--- config.mk ---
export PLATFORM = sky130hd
export DESIGN_NAME = ula_seq
export DESIGN_NICKNAME = d
export VERILOG_FILES = /design/src/rtl/ula_pkg.sv /design/src/rtl/ula_mul_seq.sv /design/src/rtl/ula_seq.sv
export SDC_FILE = /design/constraint.sdc
export NUM_CORES = 1
export LEC_CHECK = 0
export CORE_UTILIZATION = 41
export CTS_BUF_LIST = sky130_fd_sc_hd__clkbuf_8
export CTS_CLUSTER_SIZE = 16
export DETAILED_ROUTE_END_ITERATION = 10
export HOLD_SLACK_MARGIN = 0.06
export PLACE_DENSITY_LB_ADDON = 0.1
export SYNTH_ARGS = -nofsm -noshare
export SYNTH_HDL_FRONTEND = slang
export SYNTH_SLANG_ARGS = --single-unit
--- constraint.sdc ---
create_clock -name clk -period 2.9 [get_ports clk]
set_input_delay 0.87 -clock clk [delete_from_list [all_inputs] [get_ports clk]]
set_output_delay 0.87 -clock clk [all_outputs]
set_load 0.05 [all_outputs]
--- src/rtl/ula_pkg.sv ---
`default_nettype none
// ============================================================================
//  Module   : ula_pkg
//  Brief    : Opcode encodings, flag bit positions and FSM states for ula_seq
//  Revision : 1.0
// ============================================================================
package ula_pkg;

  localparam logic [2:0] OP_ADD = 3'b000;
  localparam logic [2:0] OP_SUB = 3'b001;
  localparam logic [2:0] OP_AND = 3'b010;
  localparam logic [2:0] OP_OR  = 3'b011;
  localparam logic [2:0] OP_XOR = 3'b100;
  localparam logic [2:0] OP_NOT = 3'b101;
  localparam logic [2:0] OP_MUL = 3'b110;
  localparam logic [2:0] OP_CMP = 3'b111;

  localparam int FLG_N = 3;
  localparam int FLG_Z = 2;
  localparam int FLG_C = 1;
  localparam int FLG_V = 0;

  typedef enum logic [0:0] {
    ST_IDLE = 1'b0,
    ST_MUL  = 1'b1
  } state_t;

endpackage
`default_nettype wire

--- src/rtl/ula_mul_seq.sv ---
`default_nettype none
// ============================================================================
//  Module   : ula_mul_seq
//  Brief    : Shift-add multiplier, one partial product per clock, 2*WIDTH product
//  Revision : 1.0
// ============================================================================
module ula_mul_seq #(
  parameter int WIDTH = 8
) (
  input  logic               clk,
  input  logic               rst_n,
  input  logic               start,
  input  logic [WIDTH-1:0]   a,
  input  logic [WIDTH-1:0]   b,
  output logic               busy,
  output logic               done,
  output logic [2*WIDTH-1:0] product
);

  localparam int CW = $clog2(WIDTH + 1);

  logic [2*WIDTH-1:0] r_acc;
  logic [2*WIDTH-1:0] r_mcand;
  logic [WIDTH-1:0]   r_mplier;
  logic [CW-1:0]      r_cnt;
  logic               r_busy;

  logic [2*WIDTH-1:0] w_addend;
  logic [2*WIDTH-1:0] w_acc_nxt;

  assign w_addend  = r_mplier[0] ? r_mcand : '0;
  assign w_acc_nxt = r_acc + w_addend;

  // done flags the edge on which the final step lands; product is the
  // post-step accumulator so the caller can register it on that same edge.
  assign busy    = r_busy;
  assign done    = r_busy && (r_cnt == CW'(1));
  assign product = w_acc_nxt;

  always_ff @(posedge clk or negedge rst_n) begin
    if (!rst_n) begin
      r_acc    <= '0;
      r_mcand  <= '0;
      r_mplier <= '0;
      r_cnt    <= '0;
      r_busy   <= 1'b0;
    end else if (start && !r_busy) begin
      r_acc    <= '0;
      r_mcand  <= {{WIDTH{1'b0}}, a};
      r_mplier <= b;
      r_cnt    <= CW'(WIDTH);
      r_busy   <= 1'b1;
    end else if (r_busy) begin
      r_acc    <= w_acc_nxt;
      r_mcand  <= r_mcand << 1;
      r_mplier <= r_mplier >> 1;
      r_cnt    <= r_cnt - CW'(1);
      if (done) begin
        r_busy <= 1'b0;
      end
    end
  end

endmodule
`default_nettype wire

--- src/rtl/ula_seq.sv ---
`default_nettype none
// ============================================================================
//  Module   : ula_seq
//  Brief    : Registered SAP-1 ALU with N/Z/C/V flags, start/busy/done and
//             multi-cycle multiply; result gated onto the W-bus by eu
//  Revision : 1.0
// ============================================================================
module ula_seq
  import ula_pkg::*;
#(
  parameter int WIDTH = 8
) (
  input  logic             clk,
  input  logic             rst_n,
  input  logic             start,
  input  logic [2:0]       op,
  input  logic [WIDTH-1:0] a,
  input  logic [WIDTH-1:0] b,
  input  logic             eu,
  output logic             busy,
  output logic             done,
  output logic [WIDTH-1:0] result,
  output logic [3:0]       flags,
  output logic [WIDTH-1:0] bus_out
);

  state_t r_state;
  state_t w_state_nxt;

  logic [WIDTH-1:0]   r_result;
  logic [3:0]         r_flags;
  logic               r_done;

  logic               w_accept;
  logic               w_mul_start;
  logic               w_mul_busy;
  logic               w_mul_done;
  logic [2*WIDTH-1:0] w_prod;

  logic [WIDTH:0]     w_sum;
  logic [WIDTH:0]     w_diff;
  logic               w_upd;
  logic               w_wr_res;
  logic [WIDTH-1:0]   w_val;
  logic               w_c;
  logic               w_v;
  logic [3:0]         w_flg;

  assign w_accept    = start && (r_state == ST_IDLE);
  assign w_mul_start = w_accept && (op == OP_MUL);

  ula_mul_seq #(
    .WIDTH (WIDTH)
  ) u_mul (
    .clk     (clk),
    .rst_n   (rst_n),
    .start   (w_mul_start),
    .a       (a),
    .b       (b),
    .busy    (w_mul_busy),
    .done    (w_mul_done),
    .product (w_prod)
  );

  always_ff @(posedge clk or negedge rst_n) begin
    if (!rst_n) begin
      r_state <= ST_IDLE;
    end else begin
      r_state <= w_state_nxt;
    end
  end

  always_comb begin
    w_state_nxt = r_state;
    case (r_state)
      ST_IDLE: if (w_mul_start) w_state_nxt = ST_MUL;
      ST_MUL:  if (w_mul_done)  w_state_nxt = ST_IDLE;
      default: w_state_nxt = ST_IDLE;
    endcase
  end

  assign w_sum  = {1'b0, a} + {1'b0, b};
  assign w_diff = {1'b0, a} - {1'b0, b};

  always_comb begin
    w_upd    = 1'b0;
    w_wr_res = 1'b0;
    w_val    = r_result;
    w_c      = 1'b0;
    w_v      = 1'b0;
    if (w_accept && (op != OP_MUL)) begin
      w_upd    = 1'b1;
      w_wr_res = 1'b1;
      case (op)
        OP_ADD: begin
          w_val = w_sum[WIDTH-1:0];
          w_c   = w_sum[WIDTH];
          w_v   = (a[WIDTH-1] == b[WIDTH-1]) && (w_sum[WIDTH-1] != a[WIDTH-1]);
        end
        OP_SUB, OP_CMP: begin
          // CMP shares the subtractor but leaves the result register alone
          w_wr_res = (op == OP_SUB);
          w_val    = w_diff[WIDTH-1:0];
          w_c      = ~w_diff[WIDTH];
          w_v      = (a[WIDTH-1] != b[WIDTH-1]) && (w_diff[WIDTH-1] != a[WIDTH-1]);
        end
        OP_AND:  w_val = a & b;
        OP_OR:   w_val = a | b;
        OP_XOR:  w_val = a ^ b;
        OP_NOT:  w_val = ~a;
        default: w_val = r_result;
      endcase
    end else if (w_mul_done) begin
      w_upd    = 1'b1;
      w_wr_res = 1'b1;
      w_val    = w_prod[WIDTH-1:0];
      w_c      = |w_prod[2*WIDTH-1:WIDTH];
      w_v      = |w_prod[2*WIDTH-1:WIDTH];
    end
  end

  always_comb begin
    w_flg        = 4'b0000;
    w_flg[FLG_N] = w_val[WIDTH-1];
    w_flg[FLG_Z] = (w_val == '0);
    w_flg[FLG_C] = w_c;
    w_flg[FLG_V] = w_v;
  end

  always_ff @(posedge clk or negedge rst_n) begin
    if (!rst_n) begin
      r_result <= '0;
      r_flags  <= '0;
      r_done   <= 1'b0;
    end else begin
      r_done <= w_upd;
      if (w_upd) begin
        r_flags <= w_flg;
        if (w_wr_res) begin
          r_result <= w_val;
        end
      end
    end
  end

  assign busy    = w_mul_busy;
  assign done    = r_done;
  assign result  = r_result;
  assign flags   = r_flags;
  assign bus_out = eu ? r_result : '0;

endmodule
`default_nettype wire

Word-level counts from Yosys, hierarchy flattened
Cells that the tools add are included.

Logic and storage cells: 73. Bits of input ports: 23. Output and inout port bits: 22. Register bits after elaboration: 59.

Bitwise logic cells: 6. Mux-type cells: 27. Reduce and logical (&&, ||, !) cells: 14. $add $sub $neg: 4. Equal/unequal tests: 13.

Operators by type and width (count): 16-bit two-way mux (5); 8-bit one-hot mux with 6 select lines (1); 8-bit two-way mux (5); 16-bit adder (1); 3-bit equality test (second input constant) (4); 1-bit two-way mux (11); 8-bit by 8-bit adder with 9-bit output (1); 8-bit by 8-bit subtractor with 9-bit output (1); 8-bit bitwise AND (1); 8-bit logical NOT (1); 4-bit two-way mux (2); 8-bit inverter (1); 8-bit bitwise OR (1); 8-bit OR reduction (1); 8-bit XOR (1); 1-bit logical AND (7); 3-bit by 2-bit equality test with 1-bit output (second input constant) (2); 1-bit one-hot mux with 2 select lines (3); 4-bit by 1-bit equality test with 1-bit output (second input constant) (1); 4-bit by 1-bit subtractor with 4-bit output (second input constant) (1); 3-bit by 1-bit equality test with 1-bit output (second input constant) (1); 3-bit logical NOT (1); 1-bit != test (3); 3-bit != test (second input constant) (1); 6 further kinds (7).

Depth between registers and ports, before layout
Depth in word-level cells: 5. Depth in mapped cells: 11. Depth with buffers taken out: 11.

Modules after synthesis
A second synthesis with hierarchy kept.

Cell total of the unflattened synthesis: 519. Area, all modules: 4755.8 µm².

Modules (own cells, without submodules): ula_mul_seq (cells an instance 264, instances 1, seq. area each 1126.1 µm², area an instance 2656.3 µm²); ula_seq (cells an instance 255, instances 1, seq. area each 350.3 µm², area an instance 2099.5 µm²).

Least setup slack after synthesis
OpenSTA, ideal clock, no wires.

Path type: input to register. Start point: in a[0]. End point: reg r_flags[2], in the netlist flags[2]. Arrival time: 3.033 ns. Required time: 2.824 ns. Stages on the path: 11. Library setup time: 0.076 ns. Slack: -0.210 ns. Path buffers: 0. Path through: inv_1 > ha_1 > fa_1 > o21ba_2 > or4_1 > nand4_1 > o2111ai_1 > and3b_1 > nor4bb_1 > o21ai_0 > o21ai_1.

Word-level cells in the longest chain between the ends: 4. Elaborated cells between the ends (all ways): 9. Those cells by class: add/sub: 2; mux: 2; bitwise: 4; reduce/logical: 1.

Ends and longest elaborated chain: from (decl) (line ula_seq.sv:17) `input logic [WIDTH-1:0] a,`; 8-bit by 8-bit subtractor with 9-bit output, or another cell as far along (line ula_seq.sv:83) `assign w_diff = {1'b0, a} - {1'b0, b};`; 8-bit one-hot mux with 6 select lines * (line ula_seq.sv:94) `case (op)`; 8-bit two-way mux * (line ula_seq.sv:91) `if (w_accept && (op != OP_MUL)) begin`; 8-bit logical NOT * (line ula_seq.sv:125) `w_flg[FLG_Z] = (w_val == '0);`; to (signal assigned) (line ula_seq.sv:138) `r_flags <= w_flg;`; to (decl) (line ula_seq.sv:31) `logic [3:0] r_flags;`.

Every way passes the cells marked *; elsewhere a longest branch is shown, timed or not. A chain may end at the register's enable or synchronous reset.

Worst setup path in the final report
Start point: reg u_mul.r_mplier[0]. End point: reg r_flags[0], in the netlist flags[0].

Word-level cells in the longest chain between the ends: 5.

Ends and longest elaborated chain: from (decl) (line ula_mul_seq.sv:24) `logic [WIDTH-1:0] r_mplier;`; from (signal assigned) (line ula_mul_seq.sv:56) `r_mplier <= r_mplier >> 1;`; 16-bit two-way mux (line ula_mul_seq.sv:31) `assign w_addend = r_mplier[0] ? r_mcand : '0;`; 16-bit adder (line ula_mul_seq.sv:32) `assign w_acc_nxt = r_acc + w_addend;`; 8-bit OR reduction (line ula_seq.sv:118) `w_v = |w_prod[2*WIDTH-1:WIDTH];`; 1-bit two-way mux (line ula_seq.sv:113) `end else if (w_mul_done) begin`; 1-bit two-way mux (line ula_seq.sv:91).

No other way between the ends.

==> summary.md <==
| Metric | Value |
|---|---|
| R2R depth | `13` |
| Failing checks | `negative setup slack` |
| TNS Setup | `-0.528 ns` |
| Final instance area | `approximately 7000 um2` |
| GRT Util Overall | `25.4%` |
| Vias in the first global route | `~4600` |
| Die Wd | `110 um` |
| Layout cells sized above 1 | `about a third` |
| Async SR Flop Fraction | `between 90% and 100%` |
| Post-Place Worst Slack | `-0.923 ns` |
| Switching pwr | `around 2000 uW` |
| Worst-path clk slew | `roughly 0.08 ns` |
| Clk_lat worst skew | `0.37 ns` |
| Fin. Hold Viols | `0` |
| Die height | `110 um` |
| # DRC | `0` |
| CTS Root Cell | `clkbuf_8` |
| R2r startpoint | `u_mul.r_mplier[0]$_DFFE_PN0P_` |
| CTS Hold Bufs | `0` |
| Worst-path fanout max | `6` |
| Post-synthesis cell count | `~570` |
| Crit path required time | `between 3 and 4 ns` |
| Final Core Density | `a little over 60%` |
| Clk sinks | `59` |
| Critical path class | `register to register` |
| Fill cells | `1018` |
| Final ANT Viol Nets | `0` |
| Core area | `roughly 11000 um2` |
| Crit path to | `flags[0]$_DFFE_PN0P_` |
| Main synth FF type | `dfrtp_1` |
| Crit Reg-Reg Endpoint | `flags[0]$_DFFE_PN0P_` |
| RSZ-0062 raised after global routing | `yes` |
| Max cap viols | `0` |
| CP Launch Point | `u_mul.r_mplier[0]$_DFFE_PN0P_` |
| Final worst-path setup slack | `-0.270 ns` |
| Sequential power share | `28.3%` |
| Power Total | `approximately 4800 uW` |
| HP Class | `input port to async pin` |
| Die Footprint | `roughly 12000 um2` |
| Outcome | `finished with violations` |
| Area grow syn2layout | `46.1%` |
| Worst-Margin Slew | `between 0.6 and 0.7 ns` |
| Met3 Use GR | `under 10%` |
| Synthesized net count | `~640` |
| Worst relative slew slack | `a little under three fifths` |
| Iteration-0 DRC Markers | `221` |
| Seq/Total Area, Yosys | `a little under a third` |
| Critical Path AT | `around 3.4 ns` |
| CP Capture Type | `register` |
| CTS tree | `done` |
| Met1 Track Usage GR | `a little under a third` |
| Worst ir drop on vdd | `0.602 mV` |
| Reg-to-reg setup timing slack | `-0.27 ns` |
| First-pass GRT wire length | `~23000 um` |
| Gr busiest metal | `met2` |
| Initial antenna violation count | `0` |
| Synthesized cell area | `4770 um2` |
| Sw frac | `42.6%` |
| Nets | `between 800 and 900` |
| Pwr per Cell Area | `between 600 and 700 nW/um2` |
| Syn Area/Cell | `around 8.4 um2` |
| Placed Area | `approximately 6500 um2` |
| H-Tree Level Count | `3` |
| Starting Density | `a little over two fifths` |
| Period minus WS final | `~3.2 ns` |
| Max Root-Sink Buffers | `2` |
| Overall via count from detail_route | `4800` |
| Internal power | `roughly 2700 uW` |
| Leak | `0.00329 uW` |
| Max Clock Skew | `approximately 0.012 ns` |
| Combinational fraction of design power | `55.6%` |
| Multi-input logic area | `approximately 3400 um2` |
| I/O pins | `45` |
| Largest net degree at the start of global routing | `71` |
| Register area | `1480 um2` |
| PortBufs | `44` |
| Diodes inserted | `0` |
| Peak Freq | `0.315 GHz` |
| Routed length per instance | `between 15 and 20 um` |
| Clock share of power | `between 10% and 20%` |
| Final Cycle Share | `109%` |
| Routability cong. | `0.926` |
| Final max-slew violation count | `0` |
| FP Rows | `39` |
| Dpl hpwl | `between 10000 and 15000 um` |
| Pre-Repair DR Iteration Count | `4` |
| Netlist cell types | `between 60 and 70` |
| Routed vias/inst | `5.41` |
| Yosys reg bits | `slightly below 60` |
| Num CTS Buffers | `9` |
| GR Overflow Total | `0` |
| CP startpoint kind | `register` |
| Final setup vio count | `3` |
| Synth warn | `0` |
| Met2 global-route usage | `roughly 44%` |
| Total length of routed wires | `approximately 15000 um` |
| Post-synth EDFFs | `0` |
-- power groups by stage --
stage / clock, uW / combinational (uW) / sequential, uW
floorplan: 0 / 1200 / 1560
global placement: 0 / 2440 / 1340
finish: 769 / 2640 / 1340
CTS: 786 / 2590 / 1340
global route: 819 / 2870 / 1380
detailed placement: 0 / 2490 / 1350
-- cell usage after synthesis (4+ instances only) --
| library cell | instances | area share [%] |
|---|---|---|
| or4_1 | 4 | 0.63 |
| xnor2_1 | 8 | 1.5 |
| nor2b_1 | 9 | 1.2 |
| nor2_1 | 29 | 2.3 |
| xor2_1 | 6 | 1.1 |
| o31ai_1 | 5 | 0.79 |
| dfrtp_1 | 59 | 31 |
| a221oi_1 | 5 | 0.92 |
| a211oi_1 | 7 | 1.1 |
| clkbuf_1 | 22 | 1.7 |
| and3_1 | 5 | 0.66 |
| a21o_1 | 8 | 1.3 |
| o21ai_0 | 56 | 5.9 |
| buf_2 | 7 | 0.73 |
| mux2_2 | 7 | 1.7 |
| nand2b_1 | 6 | 0.79 |
| and2_1 | 28 | 3.7 |
| o21a_1 | 4 | 0.63 |
| nand4_1 | 4 | 0.52 |
| inv_1 | 28 | 2.2 |
| ha_1 | 42 | 11 |
| mux2i_1 | 19 | 4.0 |
| nor3_1 | 14 | 1.5 |
| a21oi_1 | 27 | 2.8 |
| a22o_1 | 4 | 0.73 |
| o221ai_1 | 4 | 0.73 |
| nand3_1 | 12 | 1.3 |
| nand2_1 | 76 | 6.0 |
-- registers in the layout, indices dropped and copies added (netlist names) --
name and count:
u_mul.r_mplier 8, u_mul.r_mcand 16, r_state 1, u_mul.r_cnt 4, flags 4, u_mul.r_acc 16, result 8, u_mul.busy 1
done 1
-- cell families (layout without fill, tap and decap cells) --
family                   after synthesis  count (layout)  share of synthesized area (%)
AO/OA/AOI/OAI                        160             160                           22.1
XOR/XNOR                              14              14                           2.57
adder cells (fa/ha/maj)               45              45                           12.3
buffers and inverters                 59             237                           4.83
flip-flops                            59              59                           31.0
multiplexers                          26              26                           5.64
AND/OR/NAND/NOR                      204             204                           21.6
-- per-layer routing --
layer | up-vias | part of all wire, %
met5 | - | 0
met4 | 0 | 2.8
met3 | 28 | 3.6
met2 | 82 | 51
met1 | 2315 | 43
li1 | 2375 | -
-- metrics by stage --
stage,cells,hold WS (ns)
floorplan,567,0.448
global placement,868,0.465
detailed placement,868,0.476
CTS,886,0.498
global route,888,0.515
finish,888,0.492
-- what timing repair did --
action,in CTS,in global routing
resized for setup,61,25
buffers inserted,2,2
setup endpoints to repair,9,9
pin swaps,8,10
-- worst min path at each step --
stage	start	to	slack [ns]
finish	rst_n	u_mul.r_cnt[1]$_DFFE_PN0P_	0.49
detailed placement	u_mul.r_mplier[7]$_DFFE_PN0P_	u_mul.r_mplier[6]$_DFFE_PN0P_	0.48
global route	rst_n	u_mul.r_cnt[2]$_DFFE_PN0P_	0.51
global placement	u_mul.r_mplier[2]$_DFFE_PN0P_	u_mul.r_mplier[1]$_DFFE_PN0P_	0.47
CTS	rst_n	u_mul.r_cnt[1]$_DFFE_PN0P_	0.50
floorplan	r_state$_DFF_PN0_	r_state$_DFF_PN0_	0.45
-- placed cells by master (no fill, tap or decap), types with 5 or more instances in the layout --
master / netlist / final
ha_4: 0 / 8
mux2_2: 7 / 7
mux2i_1: 19 / 19
a21o_1: 8 / 8
a21oi_2: 0 / 5
nand2_1: 76 / 76
a211oi_2: 1 / 7
dfrtp_1: 59 / 57
buf_4: 0 / 146
dlygate4sd2_1: 0 / 7
o21ai_1: 3 / 7
nor3_1: 14 / 10
ha_1: 42 / 32
inv_2: 0 / 8
xnor2_1: 8 / 7
nand3_1: 12 / 12
nor2_1: 29 / 29
xor2_1: 6 / 6
nand2b_1: 6 / 6
a21oi_1: 27 / 22
clkdlybuf4s50_1: 0 / 25
and2_1: 28 / 26
inv_1: 28 / 21
o21ai_0: 56 / 51
clkbuf_8: 0 / 10
nor2b_1: 9 / 7
buf_12: 0 / 10
-- cell type report --
cell class / instances / share of cell area, %
tap: 143 / 2.57
multi-input combinational: 449 / 48.4
sequential: 59 / 21.2
timing repair buffer: 193 / 23.5
clock buffer: 10 / 1.98
clock inverter: 6 / 0.808
inverter: 28 / 1.51
-- worst max-delay path: stages, from the launching register on --
cell and delay, ns:
dfrtp_2 0.46, and2_4 0.17, ha_4 0.16, fa_2 0.34
a21o_1 0.19, a22oi_2 0.19, a211oi_2 0.11, buf_4 0.16
nor4b_4 0.21, nor4b_2 0.09, or4_4 0.46, nor4b_4 0.28
buf_4 0.16, o32ai_1 0.07
Note: power is estimated with default switching activity, not from simulation.
